## config.mk

```make
export PLATFORM = sky130hd
export DESIGN_NAME = sr_ignition_trigger
export DESIGN_NICKNAME = d
export VERILOG_FILES = /design/src/rtl/sr_ignition_trigger.sv
export SDC_FILE = /design/constraint.sdc
export NUM_CORES = 1
export LEC_CHECK = 0
export BUFFER_PORTS_ARGS = -buffer_cell sky130_fd_sc_hd__buf_4
export CAP_MARGIN = 25
export CORE_AREA = 3 3 135 137
export CTS_CLUSTER_DIAMETER = 30
export CTS_CLUSTER_SIZE = 30
export DETAILED_ROUTE_END_ITERATION = 8
export DIE_AREA = 0 0 138 140
export GPL_TIMING_DRIVEN = 0
export PLACE_DENSITY = 0.69
export SLEW_MARGIN = 30
export SYNTH_ARGS = -nofsm -noshare
export SYNTH_HDL_FRONTEND = slang
export SYNTH_SLANG_ARGS = --single-unit
```

## constraint.sdc

```tcl
create_clock -name clk -period 14.2 [get_ports clk]
set_input_delay 2.84 -clock clk [delete_from_list [all_inputs] [get_ports clk]]
set_output_delay 2.84 -clock clk [all_outputs]
set_load 0.01 [all_outputs]
```

## src/rtl/sr_ignition_trigger.sv

```systemverilog
// Trigger front end for sr_ignition_controller: EMA-smoothed PLV and beta amplitude,
// hysteretic beta-quiet qualification with dwell, ignition lockout and onset counting.
module sr_ignition_trigger #(
    parameter int WIDTH       = 18,
    parameter int FRAC        = 14,
    parameter int ALPHA_SHIFT = 4
) (
    input  logic                    clk,
    input  logic                    rst,
    input  logic                    clk_en,
    input  logic signed [WIDTH-1:0] plv_raw,
    input  logic signed [WIDTH-1:0] beta_amp,
    input  logic                    ignition_active,
    input  logic signed [WIDTH-1:0] beta_lo_thr,
    input  logic signed [WIDTH-1:0] beta_hi_thr,
    input  logic signed [WIDTH-1:0] coh_thr,
    input  logic [15:0]             quiet_dwell,
    output logic signed [WIDTH-1:0] coherence_out,
    output logic                    beta_quiet,
    output logic                    trigger_ready,
    output logic [1:0]              trig_state,
    output logic [7:0]              event_count
);

    localparam logic signed [WIDTH-1:0] UNITY = WIDTH'(2 ** FRAC);

    typedef enum logic [1:0] {
        IDLE    = 2'd0,
        QUALIFY = 2'd1,
        QUIET   = 2'd2,
        LOCKOUT = 2'd3
    } state_t;

    function automatic logic signed [WIDTH-1:0] clamp_unit(input logic signed [WIDTH-1:0] x);
        if (x < 0)
            return '0;
        else if (x > UNITY)
            return UNITY;
        else
            return x;
    endfunction

    // Difference kept one bit wider so the subtraction cannot wrap; floor shift.
    function automatic logic signed [WIDTH-1:0] ema_step(input logic signed [WIDTH-1:0] ema,
                                                         input logic signed [WIDTH-1:0] x);
        logic signed [WIDTH:0] diff;
        logic signed [WIDTH:0] sum;
        diff = {x[WIDTH-1], x} - {ema[WIDTH-1], ema};
        sum  = {ema[WIDTH-1], ema} + (diff >>> ALPHA_SHIFT);
        return WIDTH'(sum);
    endfunction

    logic signed [WIDTH-1:0] sample [2];
    logic signed [WIDTH-1:0] ema_cur [2];
    logic signed [WIDTH-1:0] ema_upd [2];

    assign sample[0] = plv_raw;
    assign sample[1] = beta_amp;

    for (genvar gi = 0; gi < 2; gi++) begin : g_ema
        logic signed [WIDTH-1:0] ema_reg;
        logic signed [WIDTH-1:0] ema_next;

        assign ema_next    = ema_step(ema_reg, clamp_unit(sample[gi]));
        assign ema_cur[gi] = ema_reg;
        assign ema_upd[gi] = ema_next;

        always_ff @(posedge clk or posedge rst) begin
            if (rst)
                ema_reg <= '0;
            else if (clk_en)
                ema_reg <= ema_next;
        end
    end

    state_t      state_reg, state_next;
    logic [15:0] dwell_reg, dwell_next;
    logic [16:0] dwell_inc;
    logic [16:0] dwell_min;
    logic        beta_quiet_reg;
    logic        trigger_ready_reg;
    logic        ignition_prev_reg;
    logic [7:0]  event_count_reg;

    assign dwell_inc = {1'b0, dwell_reg} + 17'd1;
    assign dwell_min = (quiet_dwell == 16'd0) ? 17'd1 : {1'b0, quiet_dwell};

    // Thresholds compare against the beta EMA held before this tick's update.
    always_comb begin
        state_next = state_reg;
        dwell_next = dwell_reg;
        if (ignition_active) begin
            state_next = LOCKOUT;
            dwell_next = '0;
        end else begin
            unique case (state_reg)
                LOCKOUT: state_next = IDLE;
                IDLE: begin
                    if (ema_cur[1] < beta_lo_thr) begin
                        state_next = QUALIFY;
                        dwell_next = '0;
                    end
                end
                QUALIFY: begin
                    if (ema_cur[1] > beta_hi_thr) begin
                        state_next = IDLE;
                    end else begin
                        dwell_next = dwell_inc[15:0];
                        if (dwell_inc >= dwell_min)
                            state_next = QUIET;
                    end
                end
                QUIET: begin
                    if (ema_cur[1] > beta_hi_thr)
                        state_next = IDLE;
                end
                default: state_next = IDLE;
            endcase
        end
    end

    always_ff @(posedge clk or posedge rst) begin
        if (rst) begin
            state_reg         <= IDLE;
            dwell_reg         <= '0;
            beta_quiet_reg    <= 1'b0;
            trigger_ready_reg <= 1'b0;
            ignition_prev_reg <= 1'b0;
            event_count_reg   <= '0;
        end else if (clk_en) begin
            state_reg         <= state_next;
            dwell_reg         <= dwell_next;
            beta_quiet_reg    <= (state_next == QUIET);
            trigger_ready_reg <= (state_next == QUIET) && (ema_upd[0] >= coh_thr);
            ignition_prev_reg <= ignition_active;
            if (ignition_active && !ignition_prev_reg && (event_count_reg != 8'hFF))
                event_count_reg <= event_count_reg + 8'd1;
        end
    end

    assign coherence_out = ema_cur[0];
    assign beta_quiet    = beta_quiet_reg;
    assign trigger_ready = trigger_ready_reg;
    assign trig_state    = state_reg;
    assign event_count   = event_count_reg;

endmodule
```

==> results of run 1 <==
critical path, delay by kind of cell:
family                     cells  cell delay, ns
buffers and inverters          2            0.40
AOI/OAI and AO/OA             13            2.83
and+or+nand+nor               11            1.85
xor gates and xnor gates       2            0.31
adders and majority gates      3            0.79
path summary, 6_finish.rpt:
path                                        endpoint  slack [ns]  depth (start not counted)
worst max-delay path                   trigger_ready        5.41                         31
worst min-delay path                  event_count[4]        0.50                          1
worst max register to register         trigger_ready        8.69                         26
worst min register to register        event_count[4]        0.50                          1
max in group asynchronous       g_ema[1].ema_reg[15]       11.17                          3
min in group asynchronous               dwell_reg[1]        2.49                          2
layer usage:
| metal | track usage, % | share of wire, % | vias up |
|---|---|---|---|
| li1 | - | - | 3618 |
| met1 | 27.0 | 47 | 3182 |
| met2 | 34.1 | 48 | 126 |
| met3 | 2.77 | 4.1 | 15 |
| met4 | 5.20 | 1.0 | 0 |
| met5 | 0 | 0 | - |
placed cells by master (no fill, tap or decap), drive strengths merged, types with 19 or more instances in the layout:
| cell type | count |
|---|---|
| nor3 | 19 |
| buf | 142 |
| a21o | 34 |
| inv | 134 |
| nor2 | 48 |
| nand3 | 20 |
| and2 | 28 |
| nand2 | 77 |
| nand4 | 23 |
| a21oi | 56 |
| dfrtp | 65 |
| o21ai | 60 |
| ha | 138 |
| xnor2 | 57 |
| xor2 | 20 |
power by group through the flow:
stage                     combinational (W)  clock (W)  sequential (W)
after global placement              0.00155          0        0.000354
after CTS                           0.00159   0.000233        0.000351
after detailed placement            0.00158          0        0.000353
after global routing                0.00181   0.000242        0.000363
final                               0.00158   0.000229        0.000351
after floorplan                     0.00121          0        0.000339
layout make-up:
| cell class | instances | area share (%) |
|---|---|---|
| well taps | 225 | 3.03 |
| repair buffers | 140 | 11.4 |
| inverters | 132 | 5.35 |
| multi-input cells | 732 | 59.0 |
| clock buffers | 9 | 2.42 |
| plain buffers | 11 | 0.484 |
| flip-flops and latches | 65 | 17.5 |
| clock inverters | 7 | 0.847 |
kinds of logic (layout without fill, tap and decap cells):
kind of cell	after synthesis	in the layout	synth area share, %
simple gates	271	271	18.1
compound gates	225	225	19.5
buf+inv	143	299	7.07
fa+ha+maj	140	140	23.1
xor+xnor	77	77	8.83
flops	65	65	21.3
mux	15	15	2.03
other cells	1	4	0.0491
metrics by stage:
stage	setup slack [ns]	power (W)	instances	util (%)	area [um2]
floorplan	6.06	0.00154	940	-	7650
global placement	5.10	0.00190	1304	52.3	8980
detailed placement	4.98	0.00193	1305	52.4	9000
CTS	5.30	0.00217	1321	54.2	9300
global route	4.78	0.00241	1321	54.2	9300
finish	5.41	0.00216	1321	54.2	9300
==> run_results.csv, run 1 <==
group,metric,value,unit
run_status,status,"finished clean",
logic_synthesis,synth_top_cells_by_count,"138 x sky130_fd_sc_hd__ha_1, 131 x sky130_fd_sc_hd__inv_1, 76 x sky130_fd_sc_hd__nand2_1",
cts,clkSlewWorstSetupHoldPaths,0.06,ns
placement,port_buffers,139,
setup_path,rr_startpoint,"coherence_out[1]",
die,initial_util,44.5,%
hold_path,hold_path.startpoint,"event_count[4]",
cts,clk_root_buffer_cell,"sky130_fd_sc_hd__clkbuf_16",
sta,timing.setup.tns,0,ns
sta,finalCritPeriodShare,61.9,%
finish,multiInputGateArea,5480,um2
sta,fmaxAchievable,114,MHz
logic_synthesis,post_synthesis_cell_type_with_the_largest_combined_area,"sky130_fd_sc_hd__ha_1",
die,die_w,138,um
logic_synthesis,synth-edff-count,0,
pwr,power_switching,0.00103,W
routing,postRouteAntennaNets,0,
die,boundaryPins,140,
die,fp.dieArea,19300,um2
routing,via_count,6941,
grt,grt_max_degree,39,
grt,grt_pass1_wl,32.7,mm
setup_path,timing.critical_path.fanout_max,10,
finish,drive_gt1_share,16.4,%
setup_path,crit_path_start,"plv_raw[9]",
routing,drc,0,
finish,antenna_cells,0,
cts,tritoncts,"built",
routing,drt_pass1_iterations,4,
logic_synthesis,count_of_cell_types_in_the_netlist,70,
finish,nets_final,1341,
sta,rsz0062_at_grt,"no",
pwr,cell_internal_pwr,0.00113,W
setup_path,critical_path_sink_type,"flop",
setup_path,largest_stage_delay_on_the_critical_path,0.35,ns
cts,clock_tree.htree_level_count,3,
flow_run,drv.max_cap_violation_count,0,
sta,setup_violations,0,
grt,grt_antenna_before_repair,0,
pwr,power.ir.vdd_worst,0.0919,mV
grt,grt_overflow_total,0,
die,floorplan.die.height,140,um
cts,cts_buffer_count,9,
pwr,power.share.combinational,73.2,%
pwr,pwr-share-seq,16.3,%
logic_synthesis,gate_count_post_synth,937,
sta,worst_hold_slack,0.495,ns
sta,worst_slew_margin_rel,44.0,%
hold_path,min-delay-path-class,"reg2reg",
die,rows,48,
sta,final_hold_viols,0,
setup_path,critPathLaunchType,"input pin",
pwr,switching_share,47.7,%
setup_path,timing.critical_path.arrival,9.01,ns
logic_synthesis,ys.flop_type,"sky130_fd_sc_hd__dfrtp_1",
routing,detail_route.iter0.violations,256,
placement,gp_congestion,0.844,
setup_path,endpoint_required_time_on_the_critical_path,14.42,ns
logic_synthesis,synth-seq-cells,65,
grt,grt.total_usage,20.1,%
cts,cts_hold_repair.buffers,0,
routing,wl_per_cell,14.4,um
logic_synthesis,async_reset_ff_share,100,%
logic_synthesis,yosysWarnings,0,
finish,area.growth.synth_to_final,21.8,%
cts,cts_sink_cnt,65,
placement,place.detailed.hpwl,16.0,mm
setup_path,cpMaxStageDelayCell,"sky130_fd_sc_hd__a21boi_0",
logic_synthesis,yosysSeqAreaShare,21.3,%
logic_synthesis,synth.cell_area,7640,um2
sta,timing.final.max_slew_violations,0,
logic_synthesis,synthTopCellsByArea,"sky130_fd_sc_hd__ha_1 23%, sky130_fd_sc_hd__dfrtp_1 21%, sky130_fd_sc_hd__xnor2_1 6.5%",
logic_synthesis,synth.top_cell.area_share,22.6,%
pwr,power.density_cell_area,232,nW/um2
routing,drt-total-wl,19.1,mm
die,core_region_area,17200,um2
logic_synthesis,synth_most_common_cell,"sky130_fd_sc_hd__ha_1",
pwr,static-leakage-power,4.90,nW
finish,sequential_cell_area,1630,um2
sta,final_critical_period,8.79,ns
sta,worst_pin_slew,0.819,ns
pwr,pwr-share-clk,10.6,%
cts,cts_max_path_buffers,2,
sta,fin_skew,0.00898,ns
cts,postCtsResizedCells,0,
logic_synthesis,synthesis.area_per_instance,8.15,um2
cts,clk_latency,0.34,ns
routing,viasPerCell,5.25,
grt,grt_pass1_vias,6988,
cts,post-cts-setup-buffers,0,
finish,filler_cell_count,1701,
setup_path,criticalPathCategory,"in2reg",
No activity file was read; power rests on OpenSTA's default activity.
==> run 2: changes to the inputs <==
Settings changed: PLACE_DENSITY 0.69 to 0.71.
Clock period 14.2 ns to 7.95 ns, I/O delays scaled along.
==> run_results.csv, run 2 (synthesized netlist as in run 1, its figures left out) <==
group,metric,value,unit
routing,wl_per_cell,14.3,um
cts,cts_hold_repair.buffers,0,
cts,cts_max_path_buffers,2,
grt,grt.total_usage,19.6,%
setup_path,timing.reg2reg.setup_slack,2.39,ns
placement,port_buffers,139,
hold_path,holdPathEnd,"event_count[6]",
hold_path,min-delay-path-class,"reg2reg",
sta,fin_skew,0.00553,ns
sta,finalCritPeriodShare,92.4,%
pwr,power.ir.vdd_worst,0.206,mV
hold_path,hold_path.startpoint,"event_count[6]",
sta,timing.setup.tns,0,ns
sta,worst_pin_slew,0.725,ns
pwr,power.density_cell_area,418,nW/um2
routing,via_count,6962,
cts,tritoncts,"built",
setup_path,timing.critical_path.arrival,7.56,ns
sta,setup_violations,0,
setup_path,critPathLaunchType,"input pin",
flow_run,drv.max_cap_violation_count,0,
die,initial_util,44.5,%
finish,area.growth.synth_to_final,22.0,%
die,rows,48,
cts,clk_latency,0.33,ns
die,die_w,138,um
routing,drt-total-wl,18.9,mm
sta,timing.final.max_slew_violations,0,
pwr,static-leakage-power,4.91,nW
finish,final_common_cell,"sky130_fd_sc_hd__buf_4",
setup_path,cpMaxStageDelayCell,"sky130_fd_sc_hd__or3_1",
die,floorplan.die.height,140,um
cts,clkSlewWorstSetupHoldPaths,0.06,ns
setup_path,timing.critical_path.fanout_max,10,
cts,cts_buffer_count,9,
routing,postRouteAntennaNets,0,
sta,final_hold_viols,0,
finish,antenna_cells,0,
grt,grt_antenna_before_repair,0,
setup_path,critical_path_sink_type,"flop",
grt,grt_overflow_total,0,
finish,most-common-layout-cells,"140 x sky130_fd_sc_hd__buf_4, 138 x sky130_fd_sc_hd__ha_1, 130 x sky130_fd_sc_hd__inv_1",
grt,grt_pass1_vias,6740,
sta,rsz0062_at_grt,"no",
setup_path,rr_startpoint,"coherence_out[1]",
finish,postLayoutCoreUtil,54.3,%
finish,nets_final,1341,
placement,place.detailed.hpwl,15.7,mm
setup_path,criticalPathCategory,"in2reg",
cts,clock_tree.htree_level_count,3,
sta,final_critical_period,7.35,ns
grt,grt_pass1_wl,32.0,mm
die,boundaryPins,140,
routing,drc,0,
cts,cts_sink_cnt,65,
routing,detail_route.iter0.violations,355,
run_status,status,"finished clean",
die,core_region_area,17200,um2
die,fp.dieArea,19300,um2
hold_path,min_path_cells,1,
setup_path,endpoint_required_time_on_the_critical_path,8.17,ns
setup_path,largest_stage_delay_on_the_critical_path,0.34,ns
finish,drive_gt1_share,16.4,%
routing,drt_pass1_iterations,5,
sta,worst_slew_margin_rel,51.6,%
grt,grt_max_degree,48,
setup_path,r2r_end,"trigger_ready",
routing,viasPerCell,5.27,
cts,clk_root_buffer_cell,"sky130_fd_sc_hd__clkbuf_16",
sta,fmaxAchievable,136,MHz
setup_path,crit_path_start,"plv_raw[9]",
placement,gp_congestion,0.876,
setup_path,worstRegToRegCells,26,
==> run 2: cell count changes in the layout (fill, tap and decap cells not counted), moves of 2 or more <==
cell,before,now
sky130_fd_sc_hd__inv_6,2,0
sky130_fd_sc_hd__clkinv_4,3,0
sky130_fd_sc_hd__a2111oi_0,2,0
sky130_fd_sc_hd__clkinv_2,1,3
sky130_fd_sc_hd__a2111oi_1,0,2
==> run 2: power by group <==
group / leakage, nW / switching, W / internal [W]
Sequential: 0.819 / 0.000174 / 0.000457
Clock: 0.152 / 0.000151 / 0.000273
Combinational: 3.94 / 0.00152 / 0.00132
Total: 4.91 / 0.00185 / 0.00205
==> run 2: final cells by class <==
cell class	count	area, um2
fill	1654	7860
multi-input combinational	732	5490
sequential	65	1630
timing repair buffer	140	1070
inverter	132	498
tap	225	282
clock buffer	10	229
clock inverter	6	82.6
buffer	11	46.3
==> run 2: worst max-delay path: cells and delay by family <==
family | cells | cell delay, ns
adder cells (fa/ha/maj) | 3 | 0.80
buffers and inverters | 2 | 0.33
AND/OR/NAND/NOR | 11 | 1.81
AO/OA/AOI/OAI | 13 | 2.69
XOR/XNOR | 2 | 0.33
==> run 2: how the worst max path moves through the flow <==
stage	end	slack, ns
finish	trigger_ready	0.60
global placement	trigger_ready	0.16
detailed placement	trigger_ready	0.04
global route	trigger_ready	0.05
floorplan	trigger_ready	1.06
CTS	trigger_ready	0.40
==> run 2: metal layers <==
| layer | wire, um | GRT usage, % |
|---|---|---|
| met5 | 0 | 0 |
| met4 | 158 | 4.11 |
| met3 | 840 | 3.72 |
| met2 | 8750 | 32.9 |
| met1 | 9200 | 26.4 |
==> run 2: stage by stage <==
| stage | hold slack (ns) | instance area, um2 | total power [W] | setup slack [ns] | instances |
|---|---|---|---|---|---|
| after floorplan | 0.510 | 7650 | 0.00276 | 1.06 | 940 |
| after global placement | 0.482 | 8980 | 0.00340 | 0.156 | 1304 |
| after detailed placement | 0.490 | 9010 | 0.00346 | 0.0380 | 1305 |
| after CTS | 0.500 | 9320 | 0.00390 | 0.402 | 1321 |
| after global routing | 0.518 | 9320 | 0.00435 | 0.0483 | 1321 |
| final | 0.500 | 9320 | 0.00389 | 0.604 | 1321 |
==> run 2: timing repair <==
| action | 4_1_cts | 5_1_grt |
|---|---|---|
| endpoints found under the setup margin | 0 | 1 |
| gates resized for setup | 0 | 3 |
| buffers inserted | 0 | 0 |
| endpoints found under the hold margin | 0 | 0 |
